[config.mk]
export PLATFORM = sky130hd
export DESIGN_NAME = load_store_unit
export DESIGN_NICKNAME = d
export VERILOG_FILES = /design/src/rtl/lsu_pkg.sv /design/src/rtl/lsu_lane_align.sv /design/src/rtl/load_store_unit.sv
export SDC_FILE = /design/constraint.sdc
export NUM_CORES = 1
export LEC_CHECK = 0
export CORE_MARGIN = 2
export CORE_UTILIZATION = 50
export CTS_CLUSTER_DIAMETER = 60
export DETAILED_ROUTE_END_ITERATION = 8
export GPL_ROUTABILITY_DRIVEN = 0
export PLACE_DENSITY = 0.89
export SLEW_MARGIN = 20
export SYNTH_ARGS = -nofsm -noshare
export SYNTH_HDL_FRONTEND = slang
export SYNTH_HIERARCHICAL = 1
export SYNTH_SLANG_ARGS = --single-unit
[constraint.sdc]
create_clock -name clk -period 9.4 [get_ports clk]
set_input_delay 1.88 -clock clk [delete_from_list [all_inputs] [get_ports clk]]
set_output_delay 1.88 -clock clk [all_outputs]
set_load 0.005 [all_outputs]
[src/rtl/lsu_pkg.sv]
// Shared encodings and lane helpers for the load/store unit.
package lsu_pkg;

    localparam logic [1:0] SZ_B = 2'b00;
    localparam logic [1:0] SZ_H = 2'b01;
    localparam logic [1:0] SZ_W = 2'b10;
    localparam logic [1:0] SZ_D = 2'b11;

    typedef enum logic [1:0] {
        IDLE = 2'b00,
        RD   = 2'b01,
        WR   = 2'b10,
        RESP = 2'b11
    } lsu_state_e;

    function automatic logic [3:0] size_bytes(input logic [1:0] size);
        case (size)
            SZ_B:    return 4'd1;
            SZ_H:    return 4'd2;
            SZ_W:    return 4'd4;
            SZ_D:    return 4'd8;
            default: return 4'd1;
        endcase
    endfunction

    // Low address bits rounded down to the natural boundary of the access size
    function automatic logic [2:0] align_off(input logic [2:0] off, input logic [1:0] size);
        logic [3:0] n;
        n = size_bytes(size);
        return off & ~(n[2:0] - 3'd1);
    endfunction

    function automatic logic [7:0] byte_mask(input logic [1:0] size);
        case (size)
            SZ_B:    return 8'h01;
            SZ_H:    return 8'h03;
            SZ_W:    return 8'h0F;
            SZ_D:    return 8'hFF;
            default: return 8'h01;
        endcase
    endfunction

endpackage

[src/rtl/lsu_lane_align.sv]
// Little-endian lane logic: load extraction/extension, store byte merge and
// natural-alignment detection for a single 64-bit doubleword.
module lsu_lane_align
    import lsu_pkg::*;
(
    input  logic [2:0]  off,
    input  logic [1:0]  size,
    input  logic        sgn,
    input  logic [63:0] rd_dword,
    input  logic [63:0] wdata,
    output logic [63:0] load_val,
    output logic [63:0] merged,
    output logic        misaligned
);

    logic [63:0] shifted_s;
    logic [63:0] wshift_s;
    logic [7:0]  mask_s;

    // Extract and extend the load field, merge store bytes, flag misalignment
    always_comb begin
        shifted_s = rd_dword >> {off, 3'b000};
        wshift_s  = wdata << {off, 3'b000};
        mask_s    = byte_mask(size) << off;

        case (size)
            SZ_B:    load_val = sgn ? {{56{shifted_s[7]}},  shifted_s[7:0]}  : {56'd0, shifted_s[7:0]};
            SZ_H:    load_val = sgn ? {{48{shifted_s[15]}}, shifted_s[15:0]} : {48'd0, shifted_s[15:0]};
            SZ_W:    load_val = sgn ? {{32{shifted_s[31]}}, shifted_s[31:0]} : {32'd0, shifted_s[31:0]};
            SZ_D:    load_val = shifted_s;
            default: load_val = shifted_s;
        endcase

        for (int i = 0; i < 8; i++) begin
            merged[8*i +: 8] = mask_s[i] ? wshift_s[8*i +: 8] : rd_dword[8*i +: 8];
        end

        case (size)
            SZ_B:    misaligned = 1'b0;
            SZ_H:    misaligned = off[0];
            SZ_W:    misaligned = |off[1:0];
            SZ_D:    misaligned = |off;
            default: misaligned = 1'b0;
        endcase
    end

endmodule

[src/rtl/load_store_unit.sv]
// Load/store unit in front of Data_Memory: doubleword-aligned accesses with
// read-modify-write for narrow stores. LSU_MISALIGN_TRAP_EN traps misaligned requests.
module load_store_unit
    import lsu_pkg::*;
#(
    parameter int BITSIZE = 64
) (
    input  logic               clk,
    input  logic               rst,
    input  logic               req_valid,
    output logic               req_ready,
    input  logic               req_write,
    input  logic [1:0]         req_size,
    input  logic               req_signed,
    input  logic [BITSIZE-1:0] req_addr,
    input  logic [BITSIZE-1:0] req_wdata,
    output logic               resp_valid,
    output logic [BITSIZE-1:0] resp_rdata,
    output logic               resp_err,
    output logic [BITSIZE-1:0] dm_address,
    output logic [BITSIZE-1:0] dm_write_data,
    output logic               dm_mem_write,
    output logic               dm_mem_read,
    input  logic [BITSIZE-1:0] dm_read_data
);

    lsu_state_e         state_r, state_nx_s;
    logic               wr_r, signed_r;
    logic [1:0]         size_r;
    logic [BITSIZE-1:0] addr_r, wdata_r, rdata_r;
    logic               resp_valid_r, resp_err_r;
    logic [BITSIZE-1:0] resp_rdata_r;

    logic [2:0]         off_s, acc_off_s;
    logic [1:0]         lane_size_s;
    logic [63:0]        rd_dword_s, load_val_s, merged_s;
    logic               misaligned_s, trap_s, accept_s;

    assign accept_s   = req_valid && (state_r == IDLE);
    assign req_ready  = (state_r == IDLE);
    assign dm_address = {addr_r[BITSIZE-1:3], 3'b000};
    assign resp_valid = resp_valid_r;
    assign resp_rdata = resp_rdata_r;
    assign resp_err   = resp_err_r;

`ifdef LSU_MISALIGN_TRAP_EN
    assign trap_s    = misaligned_s;
    assign acc_off_s = req_addr[2:0];
`else
    assign trap_s    = 1'b0;
    assign acc_off_s = misaligned_s ? align_off(req_addr[2:0], req_size) : req_addr[2:0];
`endif

    // In IDLE the lane block judges the incoming request; afterwards the latched one
    always_comb begin
        if (state_r == IDLE) begin
            off_s       = req_addr[2:0];
            lane_size_s = req_size;
        end else begin
            off_s       = addr_r[2:0];
            lane_size_s = size_r;
        end
        if (state_r == RD) begin
            rd_dword_s = dm_read_data;
        end else begin
            rd_dword_s = rdata_r;
        end
    end

    lsu_lane_align u_lane (
        .off        (off_s),
        .size       (lane_size_s),
        .sgn        (signed_r),
        .rd_dword   (rd_dword_s),
        .wdata      (wdata_r),
        .load_val   (load_val_s),
        .merged     (merged_s),
        .misaligned (misaligned_s)
    );

    // State register
    always_ff @(posedge clk) begin
        if (rst) begin
            state_r <= IDLE;
        end else begin
            state_r <= state_nx_s;
        end
    end

    // Next-state and memory strobes
    always_comb begin
        state_nx_s    = state_r;
        dm_mem_read   = 1'b0;
        dm_mem_write  = 1'b0;
        dm_write_data = '0;
        case (state_r)
            IDLE: begin
                if (!req_valid) begin
                    state_nx_s = IDLE;
                end else if (trap_s) begin
                    state_nx_s = RESP;
                end else if (!req_write) begin
                    state_nx_s = RD;
                end else if (req_size == SZ_D) begin
                    state_nx_s = WR;
                end else begin
                    state_nx_s = RD;
                end
            end
            RD: begin
                dm_mem_read = 1'b1;
                state_nx_s  = wr_r ? WR : RESP;
            end
            WR: begin
                dm_mem_write  = 1'b1;
                dm_write_data = merged_s;
                state_nx_s    = RESP;
            end
            RESP:    state_nx_s = IDLE;
            default: state_nx_s = IDLE;
        endcase
    end

    // Request latch and read-doubleword capture at the end of RD
    always_ff @(posedge clk) begin
        if (rst) begin
            wr_r     <= 1'b0;
            size_r   <= SZ_B;
            signed_r <= 1'b0;
            addr_r   <= '0;
            wdata_r  <= '0;
            rdata_r  <= '0;
        end else begin
            if (accept_s) begin
                wr_r     <= req_write;
                size_r   <= req_size;
                signed_r <= req_signed;
                addr_r   <= {req_addr[BITSIZE-1:3], acc_off_s};
                wdata_r  <= req_wdata;
            end
            if (state_r == RD) begin
                rdata_r <= dm_read_data;
            end
        end
    end

    // Registered response: valid for the single RESP cycle only
    always_ff @(posedge clk) begin
        if (rst) begin
            resp_valid_r <= 1'b0;
            resp_err_r   <= 1'b0;
            resp_rdata_r <= '0;
        end else begin
            resp_valid_r <= (state_nx_s == RESP);
            resp_err_r   <= accept_s && trap_s;
            resp_rdata_r <= (state_r == RD && !wr_r) ? load_val_s : '0;
        end
    end

endmodule

### After elaboration in Yosys (flattened, before gate mapping)

Index checks and enable logic that the tools add are counted.

| storage, ports and cells | value |
|---|---|
| logic and storage cells | 62 |
| register bits | 263 |
| input bits | 199 |
| output and inout bits | 197 |

| cells by class | value |
|---|---|
| bitwise logic cells | 3 |
| shift operators | 3 |
| $add $sub $neg | 1 |
| reduce and logical (&&, ||, !) cells | 9 |
| eq/ne operators | 10 |
| mux-type cells | 27 |

Operator list:

| cell | number |
|---|---|
| 2-to-1 mux 64 bit | 5 |
| one-hot mux 64 bit (4 select lines) | 1 |
| 2-to-1 mux 8 bit | 8 |
| left shift 64 x 6 -> 64 bit | 1 |
| >> shifter 64 x 6 -> 64 bit | 1 |
| one-hot mux 8 bit (4 select lines) | 1 |
| equality test 2 bit, second input constant | 7 |
| one-hot mux 3 bit (4 select lines) | 1 |
| 2-to-1 mux 2 bit | 4 |
| one-hot mux 2 bit (4 select lines) | 1 |
| left shift 8 x 3 -> 8 bit | 1 |
| equality test 2 x 1 -> 1 bit, second input constant | 3 |
| logical NOT 2 bit | 3 |
| 2-to-1 mux 3 bit | 2 |
| one-hot mux 1 bit (4 select lines) | 1 |
| OR reduction 2 bit | 2 |
| AND 3 bit | 1 |
| 2-to-1 mux 1 bit | 3 |
| NOT 3 bit | 1 |
| OR reduction 3 bit | 1 |
| subtractor 3 x 1 -> 3 bit, second input constant | 1 |
| logical AND 1 bit | 2 |
| logical NOT 1 bit | 1 |
| NOT 1 bit | 1 |

### Longest topological paths before layout

Gate-level depths: netlist of the first run.

| depth | value |
|---|---|
| depth after elaboration | 7 |
| mapped depth | 15 |
| depth with buffers taken out | 8 |

### Hierarchy

The synthesis of the first run kept the hierarchy.

By module, submodules not included:

| module | seq. area each (sq um) | area each (sq um) | cells an instance | times used |
|---|---|---|---|---|
| load_store_unit | 5265.0 | 9892.0 | 1078 | 1 |
| lsu_lane_align | 0.0 | 4693.3 | 581 | 1 |

### Least setup slack after synthesis of the first run

No wires, ideal clock.

| path | value |
|---|---|
| path kind | input to output |
| start | in req_addr[1] |
| end | out dm_write_data[48] |
| path buffers | 4 |
| arrival time | 3.782 ns |
| stages on the path | 10 |
| slack | 3.738 ns |
| data required time | 7.520 ns |
| path through | mux2_2 > buf_4 > buf_4 > buf_4 > buf_2 > o22ai_1 > nor2_1 > o22ai_2 > mux2_2 > and2_1 |

| between the ends | value |
|---|---|
| longest elaborated chain between the ends | 4 |
| elaborated cells on any way between the ends | 5 |
| those cells by class | 2 x shift; 3 x mux |

RTL lines:

| item | line | text |
|---|---|---|
| start: declaration | load_store_unit.sv:15 | `input logic [BITSIZE-1:0] req_addr,` |
| 2-to-1 mux 3 bit (*) | load_store_unit.sv:56 | `if (state_r == IDLE) begin` |
| left shift 64 x 6 -> 64 bit or left shift 8 x 3 -> 8 bit (tied branches) | lsu_lane_align.sv:23, lsu_lane_align.sv:24 |  |
| 2-to-1 mux 8 bit (*) | lsu_lane_align.sv:35 | `merged[8*i +: 8] = mask_s[i] ? wshift_s[8*i +: 8] : rd_dword[8*i +: 8];` |
| via merged_s[48] | load_store_unit.sv:36 | `logic [63:0] rd_dword_s, load_val_s, merged_s;` |
| 2-to-1 mux 64 bit (*) | load_store_unit.sv:96 | `case (state_r)` |
| end: declaration | load_store_unit.sv:21 | `output logic [BITSIZE-1:0] dm_write_data,` |

The timed path passes the listed nets; every way through them passes the cells marked *.

### Worst setup path in the final report of the first run

| path | value |
|---|---|
| start | in req_addr[1] |
| end | out dm_write_data[48] |

| between the ends | value |
|---|---|
| longest elaborated chain between the ends | 4 |
| elaborated cells on any way between the ends | 5 |
| those cells by class | 2 x shift; 3 x mux |

RTL lines:

| item | line | text |
|---|---|---|
| 2-to-1 mux 3 bit (*) | load_store_unit.sv:56 |  |
| via off_s[1] | load_store_unit.sv:34 | `logic [2:0] off_s, acc_off_s;` |
| left shift 64 x 6 -> 64 bit or left shift 8 x 3 -> 8 bit (tied branches) | lsu_lane_align.sv:23, lsu_lane_align.sv:24 |  |
| 2-to-1 mux 8 bit (*) | lsu_lane_align.sv:35 |  |
| via merged_s[48] | load_store_unit.sv:36 |  |
| 2-to-1 mux 64 bit (*) | load_store_unit.sv:96 |  |

Marks and branches as above.

==> results of run 1 <==
-- logic make-up after synthesis --
logic type	count (synthesis)	share of synthesized area (%)
mux	247	22.5
other cells	1	0.0257
simple gates	653	21.6
flops	263	36.1
compound gates	277	11.0
buf+inv	214	8.33
fa+ha+maj	4	0.343
-- cell usage in the layout, fill, tap and decap left out, drive strengths merged, types with 9 or more instances in the layout --
cell type      netlist  layout
clkdlybuf4s50        0     390
nand2              349     349
dfxtp              263     263
a21oi              158     158
and2               131     131
mux2                98      98
mux2i               94      94
nor2b               75      75
o21ai               58      58
mux4                55      55
clkbuf              60      34
nor2                28      28
nand4               25      25
nand3               21      21
o2bb2ai             15      15
buf                149      14
inv                  4       9
-- per-stage QoR --
stage	util, %	std cells	power (mW)	hold WS (ns)	setup WS (ns)
6_report	65.9	2293	3.17	0.454	2.09
5_1_grt	65.9	2293	3.27	0.469	1.98
4_1_cts	65.8	2291	3.16	0.455	2.16
3_5_place_dp	62.5	2240	2.02	0.447	2.15
3_3_place_gp	62.5	2240	2.00	0.440	2.16
2_1_floorplan	-	1662	1.76	0.429	3.74
-- final cells by class --
class / instances / share of cell area (%)
multi-input cells: 1185 / 43.2
well taps: 384 / 2.54
flip-flops and latches: 263 / 27.8
diodes: 1 / 0.0132
repair buffers: 404 / 21.2
clock buffers: 34 / 4.04
clock inverters: 17 / 1.06
inverters: 5 / 0.0992
-- path summary, 6_finish.rpt --
check	start	to	slack, ns
min	addr_r[40]	addr_r[40]	0.45
min reg2reg	addr_r[40]	addr_r[40]	0.45
max	req_addr[1]	dm_write_data[48]	2.09
max reg2reg	state_r[0]	resp_rdata[9]	4.30
-- worst max-delay path: cells and delay by family --
family          cells  cell delay (ns)
compound gates      1             0.06
buf+inv             3             1.63
mux                 3             1.47
simple gates        2             0.32
-- registers in the layout, summed over array words and instances (netlist names) --
register	count
addr_r	64
rdata_r	64
resp_rdata	64
resp_valid	1
signed_r	1
size_r	2
state_r	2
wdata_r	64
wr_r	1
-- power groups by stage --
| stage | Combinational [mW] | Clock (mW) | Sequential [mW] |
|---|---|---|---|
| global placement | 0.756 | 0 | 1.24 |
| finish | 0.803 | 1.14 | 1.23 |
| global route | 0.843 | 1.20 | 1.23 |
| floorplan | 0.530 | 0 | 1.23 |
| detailed placement | 0.772 | 0 | 1.25 |
| CTS | 0.776 | 1.16 | 1.22 |
-- metal layers --
metal,wire length (um),track usage [%]
met2,22900,50.7
met5,37,0
met4,3430,18.0
met1,19300,39.6
met3,5330,7.72
==> impl_metrics.csv, run 1 <==
group,metric,value,unit
outcome,status,"completed",
worst_setup_path,critPathRequiredTime,7.52,ns
placed_design,dpl.hpwl,37400,um
clock_tree,post-cts-setup-buffers,0,
job,maxCapViolCount,0,
clock_tree,cts.clk_slew.worst_paths,0.06,ns
synthesis,synth_seq_cells,263,
cells_and_area,area_delta_synth_final,29.7,%
synthesis,ys_types,56,
synthesis,synth_edf_count,0,
global_route,grt_pass1_vias,12800,
placed_design,place_area,17900,um2
worst_setup_path,crit_top_cell,"clkdlybuf4s50_1",
synthesis,synth-async-reset-ratio,0,%
cells_and_area,n_fill_cell,2291,
detailed_routing,drtIter0Drc,1586,
sta,relSlewSlack,25.9,%
pwr,combPwrFrac,25.3,%
synthesis,syn_avg_cell_area,8.79,um2
global_route,antenna_found_initial,6,
global_route,grt_max_degree,108,
floorplan,start_util,50.8,%
placed_design,portBuffers,391,
synthesis,yosysTopAreaCell,"dfxtp_1",
global_route,grt_pass1_wl,75700,um
floorplan,die_h,175,um
worst_setup_path,crit_slowest_cell,"mux2_4",
global_route,grt_usage,31.8,%
sta,setup_violations,0,
worst_hold_path,hp-class,"reg2reg",
sta,rsz0062_at_grt,"no",
synthesis,synthFlopType,"dfxtp_1",
floorplan,coreArea,28700,um2
pwr,ir_worst_vdd,0.000154,V
pwr,internal_power,2.21,mW
detailed_routing,wl_per_cell,22.2,um
detailed_routing,routed-via-count,13600,
clock_tree,cts_buffers,28,
worst_setup_path,worst_path_largest_cell_delay,0.74,ns
synthesis,synth_common_cells,"nand2_1 (349), dfxtp_1 (263), a21oi_1 (158)",
clock_tree,h-tree-depth,1,
worst_setup_path,worstSetupPathType,"in2out",
worst_setup_path,cp-end-kind,"primary output",
clock_tree,cts_resized,0,
sta,worst_slew_pin_slew,1.11,ns
synthesis,synth_top_area_share,36.1,%
clock_tree,hold_buffers,0,
synthesis,synth.cell_area,14600,um2
clock_tree,insertion_delay,0.54,ns
synthesis,seq_area_frac_synth,36.1,%
detailed_routing,routed_wl,50900,um
sta,final-max-slew-violation-count,0,
synthesis,synth_cells,1659,
sta,hold_viol,0,
floorplan,num_rows,62,
sta,fmax,137,MHz
worst_setup_path,ff2ff_path_depth,10,
detailed_routing,drc,0,
worst_setup_path,cp_max_fo,73,
worst_hold_path,hold_depth,2,
clock_tree,clkSinkCount,263,
detailed_routing,ant_nets,0,
cells_and_area,regArea,5270,um2
worst_setup_path,start_kind,"primary input",
synthesis,ys_warn_count,6,
detailed_routing,drt-pass1-iter-count,8,
clock_tree,cts_tree,"done",
floorplan,dieWidth,175,um
worst_setup_path,worstPathArrival,5.43,ns
pwr,p_switching,0.960,mW
cells_and_area,final_design_area_no_fill,18900,um2
pwr,switching_share,30.2,%
cells_and_area,final_nets,2090,
pwr,seqPwrFrac,38.6,%
detailed_routing,routed_via_density,5.92,
worst_setup_path,worstPathCellList,"clkdlybuf4s50_1, mux2_4, buf_4, mux4_2, nor2_1, a21oi_1, mux2_2, and2_1, clkdlybuf4s50_1",
sta,fin_crit,7.31,ns
floorplan,io_pins,396,
clock_tree,clock-root-buffer,"clkbuf_16",
global_route,overflow,0,
sta,setup_tns,0,ns
synthesis,synthTopCellsByArea,"dfxtp_1 (36%), nand2_1 (9.0%), mux4_2 (8.5%), mux2_2 (7.6%), mux2i_1 (6.5%)",
sta,post-route-period-util,77.8,%
pwr,leakagePower,7.30,nW
pwr,powerDensity,168,nW/um2
cells_and_area,multi_input_area,8170,um2
cells_and_area,layout-drive-gt1-share,12.1,%
floorplan,die_area,30600,um2
pwr,p_clk_share,36.1,%
clock_tree,clockBufferDepth,3,
synthesis,synth.most_common_cell,"nand2_1",
sta,clock_skew,0.0172,ns
(Power assumes the default switching activity.)
==> run 2: changes to the inputs <==
--- a/config.mk
+++ b/config.mk
@@ -6,11 +6,11 @@
 export NUM_CORES = 1
 export LEC_CHECK = 0
 export CORE_MARGIN = 2
-export CORE_UTILIZATION = 50
+export CORE_UTILIZATION = 49
 export CTS_CLUSTER_DIAMETER = 60
 export DETAILED_ROUTE_END_ITERATION = 8
 export GPL_ROUTABILITY_DRIVEN = 0
-export PLACE_DENSITY = 0.89
+export PLACE_DENSITY = 0.88
 export SLEW_MARGIN = 20
 export SYNTH_ARGS = -nofsm -noshare
 export SYNTH_HDL_FRONTEND = slang
==> constraint.sdc (replaced) <==
create_clock -name clk -period 7.2 [get_ports clk]
set_input_delay 1.44 -clock clk [delete_from_list [all_inputs] [get_ports clk]]
set_output_delay 1.44 -clock clk [all_outputs]
set_load 0.005 [all_outputs]
==> run 2 against run 1 <==
Compared with the run above: worst setup slack worse by 0.99 ns; register-to-register slack worse by 2.2 ns; clock-buffer cell count is 4 higher; critical path type unchanged; critical endpoint is now dm_write_data[33]; highest routed layer is now met4.
==> impl_metrics.csv, run 2 (synthesized netlist as in run 1, its figures left out) <==
group,metric,value,unit
outcome,status,"completed",
global_route,antenna_found_initial,2,
cells_and_area,final_core_util,64.7,%
clock_tree,clockBufferDepth,3,
worst_setup_path,critPathRequiredTime,5.76,ns
clock_tree,clkSinkCount,263,
worst_setup_path,cp-end-kind,"primary output",
pwr,internal_power,3.05,mW
worst_hold_path,hp-class,"reg2reg",
sta,post-route-period-util,84.7,%
clock_tree,h-tree-depth,1,
placed_design,pre_cts_slack,1.18,ns
clock_tree,cts_buffers,28,
sta,setup_violations,0,
clock_tree,post-cts-setup-buffers,0,
sta,clock_skew,0.0106,ns
cells_and_area,mostFrequentLayoutCells,"clkdlybuf4s50_1 (390), nand2_1 (348), dfxtp_1 (263), a21oi_1 (158), and2_1 (130)",
detailed_routing,drt-pass1-iter-count,6,
worst_setup_path,ff2ff_path_depth,10,
floorplan,die_area,31200,um2
floorplan,io_pins,396,
pwr,p_switching,1.22,mW
pwr,ir_worst_vdd,0.000215,V
worst_setup_path,worstSetupPathType,"in2out",
sta,fmax,164,MHz
pwr,seqPwrFrac,37.5,%
pwr,leakagePower,7.38,nW
global_route,overflow,0,
sta,fin_crit,6.10,ns
placed_design,dpl.hpwl,38300,um
floorplan,die_h,177,um
pwr,combPwrFrac,24.5,%
cells_and_area,final_nets,2097,
floorplan,coreArea,29500,um2
floorplan,dieWidth,177,um
clock_tree,cts_tree,"done",
sta,setup_slack,1.10,ns
pwr,switching_share,28.6,%
global_route,grt_pass1_vias,12800,
detailed_routing,routed_via_density,5.92,
worst_setup_path,start_kind,"primary input",
global_route,grt_pass1_wl,75900,um
pwr,p_clk_share,38.0,%
worst_setup_path,r2r-end,"resp_rdata[52]",
clock_tree,cts_resized,0,
clock_tree,insertion_delay,0.54,ns
clock_tree,cts.clk_slew.worst_paths,0.06,ns
worst_setup_path,cp_max_fo,71,
detailed_routing,wl_per_cell,22.2,um
detailed_routing,drc,0,
detailed_routing,routed-via-count,13700,
clock_tree,hold_buffers,0,
worst_setup_path,worstPathArrival,4.66,ns
placed_design,place_area,18000,um2
clock_tree,clock-root-buffer,"clkbuf_16",
job,maxCapViolCount,0,
detailed_routing,routed_wl,51300,um
worst_setup_path,critPathLaunch,"req_addr[1]",
worst_setup_path,r2r_start,"state_r[0]",
sta,rsz0062_at_grt,"no",
global_route,grt_max_degree,109,
pwr,power,4.27,mW
detailed_routing,drtIter0Drc,1724,
worst_setup_path,crit_end,"dm_write_data[33]",
worst_setup_path,rrSetupSlack,2.12,ns
floorplan,num_rows,63,
placed_design,portBuffers,391,
sta,relSlewSlack,24.5,%
sta,hold_viol,0,
detailed_routing,ant_nets,0,
cells_and_area,layout-drive-gt1-share,12.2,%
cells_and_area,area_delta_synth_final,30.7,%
cells_and_area,mostFrequentLayoutCell,"clkdlybuf4s50_1",
sta,worst_slew_pin_slew,1.13,ns
pwr,powerDensity,224,nW/um2
global_route,grt_usage,31.6,%
sta,final-max-slew-violation-count,0,
cells_and_area,final_design_area_no_fill,19100,um2
sta,setup_tns,0,ns
floorplan,start_util,49.5,%
-- run 2: changes by cell type in the layout (fill, tap and decap cells not counted) --
cell and change:
nor2b_1 +1, o221ai_1 +1, clkbuf_8 +2, bufinv_16 +4, inv_6 -3, clkbuf_1 +2
clkinv_4 -1, diode_2 +1, o221ai_2 -1, nor2b_2 -1, buf_4 +7, clkinvlp_4 -4
-- run 2: critical path, stage by stage --
cell and delay, ns:
clkdlybuf4s50_1 0.54, mux2_4 0.79, nand3b_1 0.47, and2_1 0.40
a221o_1 0.34, and2_1 0.18, clkdlybuf4s50_1 0.45
-- run 2: how the worst min path moves through the flow --
stage                     from    endpoint  slack (ns)  cells past startpoint
floorplan            addr_r[1]   addr_r[1]        0.43                      2
global placement    addr_r[58]  addr_r[58]        0.44                      2
detailed placement  addr_r[23]  addr_r[23]        0.45                      2
CTS                 addr_r[23]  addr_r[23]        0.45                      2
global route        addr_r[54]  addr_r[54]        0.47                      2
finish              addr_r[58]  addr_r[58]        0.45                      2
-- run 2: power by group through the flow --
stage	logic (mW)	clock network (mW)	registers, mW
2_1_floorplan	0.692	0	1.60
3_3_place_gp	0.996	0	1.62
3_5_place_dp	1.01	0	1.63
4_1_cts	1.02	1.65	1.60
5_1_grt	1.10	1.71	1.61
6_report	1.05	1.62	1.60
-- run 2: final cells by class --
type	count	area (um2)
flip-flops and latches	263	5270
repair buffers	411	4070
clock inverters	13	255
multi-input cells	1185	8170
inverters	5	18.8
diodes	2	5.00
fillers	2388	10400
well taps	390	488
clock buffers	38	800
-- run 2: metal layers --
metal | track usage (%) | routed length (um) | vias up
met5 | 0 | 0 | -
met4 | 16.7 | 3290 | 0
met3 | 7.28 | 5700 | 250
met2 | 50.6 | 23100 | 1026
met1 | 39.6 | 19200 | 6300
li1 | - | - | 6091
-- run 2: stage by stage --
step                hold WS (ns)  instances
finish                     0.453       2307
global route               0.471       2307
CTS                        0.454       2304
detailed placement         0.446       2253
global placement           0.440       2253
floorplan                  0.429       1662
==> variant 1, RTL diff (config.mk and constraints of run 2) <==
Build with the macro `LSU_MISALIGN_TRAP_EN` defined.
--- a/src/rtl/load_store_unit.sv
+++ b/src/rtl/load_store_unit.sv
@@ -1,5 +1,7 @@
 // Load/store unit in front of Data_Memory: doubleword-aligned accesses with
 // read-modify-write for narrow stores. LSU_MISALIGN_TRAP_EN traps misaligned requests.
+`define LSU_MISALIGN_TRAP_EN
+
 module load_store_unit
     import lsu_pkg::*;
 #(
Behaviour: not the same (a bounded check fails within 4 cycles, from zero or initial values and one cycle with rst high).
==> variant 1 against run 2 <==
Synthesized cell count rose by 0.48%. Worst hold slack improved by 0.85 ps. Fmax fell by 3.4%. Utilization fell by 0.41 points. Routed wire length rose by 1.0%. Global-route usage rose by 0.080 points. Clock skew rose by 12 ps. Synthesized area rose by 0.68%. Critical endpoint is now dm_write_data[49]. Setup slack got worse by 210 ps. Via count barely moved. Highest routed layer unchanged. Design area fell by 0.37%. Sequential cell count rose by 1. Power rose by 13%.
==> variant 1: results (changes against run 2) <==
[status]
outcome=completed

[power]
switching_share_pct=33.6  ; +5.0 points
p_comb_share_pct=33.6  ; +9.1 points
p_leak_uw=0.00756  ; +2.4%
intPower_uw=3190  ; +4.7%
ir_drop_v=0.000216  ; +0.45%

[worst_hold_path]
holdPathEnd=addr_r[50]

[sta]
tightest_slew_ps=1070  ; -62.2 ps
fmax_ghz=0.158  ; -3.4%
finClkSkew_ps=22.4  ; +11.8 ps

[place]
pre_cts_slack_ps=999  ; -185 ps
port_buffers=392  ; +0.26%

[layout]
fin_nets=2094  ; -0.14%
drive_gt1_share_pct=12.4  ; +0.27 points
fin_area_um2=19000  ; -0.37%
fillerInstances=2366  ; -0.92%

[critical_path]
crit_fanout=73  ; +2.8%
worstSetupEndpoint=dm_write_data[49]
rr_worst_depth=9  ; -1
timing.rr.end=resp_rdata[20]
reg2reg_setup_slack_ps=2710  ; +590 ps

[drt]
wire_per_inst_um=22.5  ; +1.0%

[logic_synthesis]
synth_area_leaders=dfxtp_1, nand2_1, mux4_2
synthTopCellsByCount=nand2_1, dfxtp_1, a21oi_1, and2_1, mux2_2
synth_compound_area_share_pct=11.1  ; +0.096 points
synthAdderAreaFrac_pct=0.256  ; -0.088 points
syn_avg_cell_area_um2=8.81  ; +0.19%

[global_route]
grt_pass1_vias=12700  ; -1.1%
antenna_found_initial=5  ; +3
grt_util_all_layers_pct=31.7  ; +0.080 points

[clock_tree]
clock_latency_ps=560  ; +20 ps

==> variant 1: cell count changes after synthesis, moves of 6 or more <==
cell,run 2,this run
buf_2,53,46
nor2b_1,75,13
buf_4,82,74
buf_6,4,17
clkbuf_2,6,0
and3_1,4,69
clkbuf_1,54,70
==> variant 1: area by class of cell <==
cell class                 count  share of cell area (%)
clock buffer                  35                    4.04
sequential                   264                    27.8
antenna                        3                  0.0395
inverter                       5                  0.0988
multi-input combinational   1184                    42.9
timing repair buffer         409                    21.3
tap                          390                    2.57
clock inverter                17                    1.15
==> variant 1: routing by layer <==
| metal | vias up | GRT usage [%] | share of wire, % |
|---|---|---|---|
| met5 | - | 0 | 0 |
| met4 | 0 | 17.5 | 6.2 |
| met3 | 215 | 7.73 | 12 |
| met2 | 993 | 49.6 | 45 |
| met1 | 6311 | 40.0 | 36 |
| li1 | 6146 | - | - |
==> variant 2, RTL diff (config.mk and constraints of run 2) <==
Without the edit above. Make the reset (`rst`) asynchronous in 3 clocked blocks.
--- a/src/rtl/load_store_unit.sv
+++ b/src/rtl/load_store_unit.sv
@@ -79,7 +79,7 @@
     );
 
     // State register
-    always_ff @(posedge clk) begin
+    always_ff @(posedge clk or posedge rst) begin
         if (rst) begin
             state_r <= IDLE;
         end else begin
@@ -122,7 +122,7 @@
     end
 
     // Request latch and read-doubleword capture at the end of RD
-    always_ff @(posedge clk) begin
+    always_ff @(posedge clk or posedge rst) begin
         if (rst) begin
             wr_r     <= 1'b0;
             size_r   <= SZ_B;
@@ -145,7 +145,7 @@
     end
 
     // Registered response: valid for the single RESP cycle only
-    always_ff @(posedge clk) begin
+    always_ff @(posedge clk or posedge rst) begin
         if (rst) begin
             resp_valid_r <= 1'b0;
             resp_err_r   <= 1'b0;
Behaviour: differs if rst is asserted again (counterexample within 4 cycles, from zero or initial values and one cycle with rst high); with rst held inactive, the same outputs for 4 cycles.
==> variant 2 against run 2 <==
Non-clock buffer count fell by 2. Sequential cell count unchanged. Register-to-register slack lost 20 ps. Synthesized area up 8.2%. Setup slack better by 44 ps. Sequential share of layout area increased by 4.9 points. Critical endpoint is now dm_write_data[55]. Routed wire length shrank 5.2%. Critical path type unchanged. Synthesized cell count shrank 22%. Via count down 15%. Design area grew 6.3%. Highest routed layer unchanged. Die area up 8.0%.
Power is not compared: it rests on default switching activity, and its combinational part moved more than twofold at a synthesized area within 25%.
==> variant 2: results (changes against run 2) <==
[status]
outcome=completed

[global_route]
grt_util_all_layers_pct=28.4  ; -3.1 points
grt_start_max_net_pins=159  ; +46%
grt_pass1_vias=11700  ; -8.6%
antenna_found_initial=6  ; +4
grt_pass1_wl_mm=72.6  ; -4.4%

[clock_tree]
clock_latency_ps=560  ; +20 ps
tritoncts.num_buffers=31  ; +11%
ctsHoldBuffers=0  ; unchanged
cts_max_level=1  ; unchanged
clk_pin_slew_ps=60  ; about the same
post_cts_buffers=0  ; unchanged
clockRootBuffer=clkbuf_16
ctsResizeCount=0  ; unchanged
clk_path_buf_depth=3  ; unchanged

[place]
port_buffers=391  ; unchanged
dp_hpwl_mm=36.5  ; -4.6%

[worst_hold_path]
hold_class=reg2reg

[logic_synthesis]
synth_xor_area_share_pct=0  ; unchanged
synthTopCellsByCount=dfrtp_1, and2_1, mux2_4, mux2_2, mux2i_1
synth_compound_area_share_pct=6.06  ; -5.0 points
synth.area.mux_share_pct=32.9  ; +10 points
synth_warnings=6  ; unchanged
ys_seq_area_share_pct=41.7  ; +5.6 points
ys_types=55  ; -1.8%
async_reset_ff_share_pct=100  ; +100 points
synthAdderAreaFrac_pct=0.317  ; -0.026 points
synth_area_leaders=dfrtp_1, mux2_4, mux4_2

[critical_path]
crit_arrival_ps=4610  ; -50 ps
critical-path-top-delay-family=buffers and inverters
critical_path.slowest_cell=mux2_8
crit_fanout=78  ; +9.9%
crit_path_max_incr_delay_ps=620  ; -170 ps

[drt]
drtPass1Iterations=5  ; -1
avgViaCountPerCell=5.79  ; -2.3%
drt_wl_total_mm=48.7  ; -5.2%
drtIter0Drc=1120  ; -35%

[power]
pwr-share-clk_pct=14.7
power.switching_uw=4310
p_leak_uw=0.00889
ir_drop_v=0.000249
p_comb_share_pct=60.3

[layout]
drive_gt1_share_pct=22.6  ; +10 points
fillerInstances=2345  ; -1.8%
fin_nets=1775  ; -15%

[sta]
tightest_slew_ps=1060  ; -70.7 ps
finClkSkew_ps=13.6  ; +3.03 ps

-- variant 2: cell count changes in the layout (fill, tap and decap cells not counted), sizes merged, moves of 5 or more --
cell           run 2  this run
clkbuf            38        45
dfxtp            263         0
a21oi            158        25
nor2b             75        12
mux2              98       227
bufinv             7         2
nand2            349        94
dfrtp              0       263
-- variant 2: per-layer routing --
metal	GRT usage [%]	vias to the layer above	routed length, um
li1	-	5154	-
met1	36.1	5576	18800
met2	45.4	694	22700
met3	6.44	177	4410
met4	15.2	0	2820
met5	0	-	0
-- variant 2: final timing paths --
| kind | slack [ps] | startpoint | cells past startpoint | to |
|---|---|---|---|---|
| worst min-delay path | 500 | addr_r[2] | 2 | addr_r[2] |
| min in group asynchronous | 1380 | rst | 2 | addr_r[22] |
| worst min register to register | 500 | addr_r[2] | 2 | addr_r[2] |
| worst max-delay path | 1150 | req_addr[0] | 9 | dm_write_data[55] |
| worst max register to register | 2100 | state_r[1] | 10 | resp_rdata[9] |
| max in group asynchronous | 4470 | rst | 3 | rdata_r[37] |
-- variant 2: area by class of cell --
cell class | count | area, um^2 | area share (%)
Antenna cell | 6 | 15.0 | 0.0741
Clock buffer | 45 | 888 | 4.39
Inverter | 5 | 22.5 | 0.111
Sequential cell | 263 | 6580 | 32.5
Tap cell | 402 | 503 | 2.48
Timing Repair Buffer | 409 | 4060 | 20.0
Clock inverter | 12 | 148 | 0.729
Multi-Input combinational cell | 862 | 8040 | 39.7
-- variant 2: through the flow --
step	total power (uW)	area (um^2)	setup WS [ps]	hold WS, ps	cells
5_1_grt	11200	20300	908	513	2004
3_5_place_dp	8960	19200	1200	489	1941
2_1_floorplan	7000	15800	2290	445	1304
4_1_cts	10600	20200	1180	503	1998
3_3_place_gp	8820	19200	1280	460	1941
6_report	10700	20300	1150	496	2004
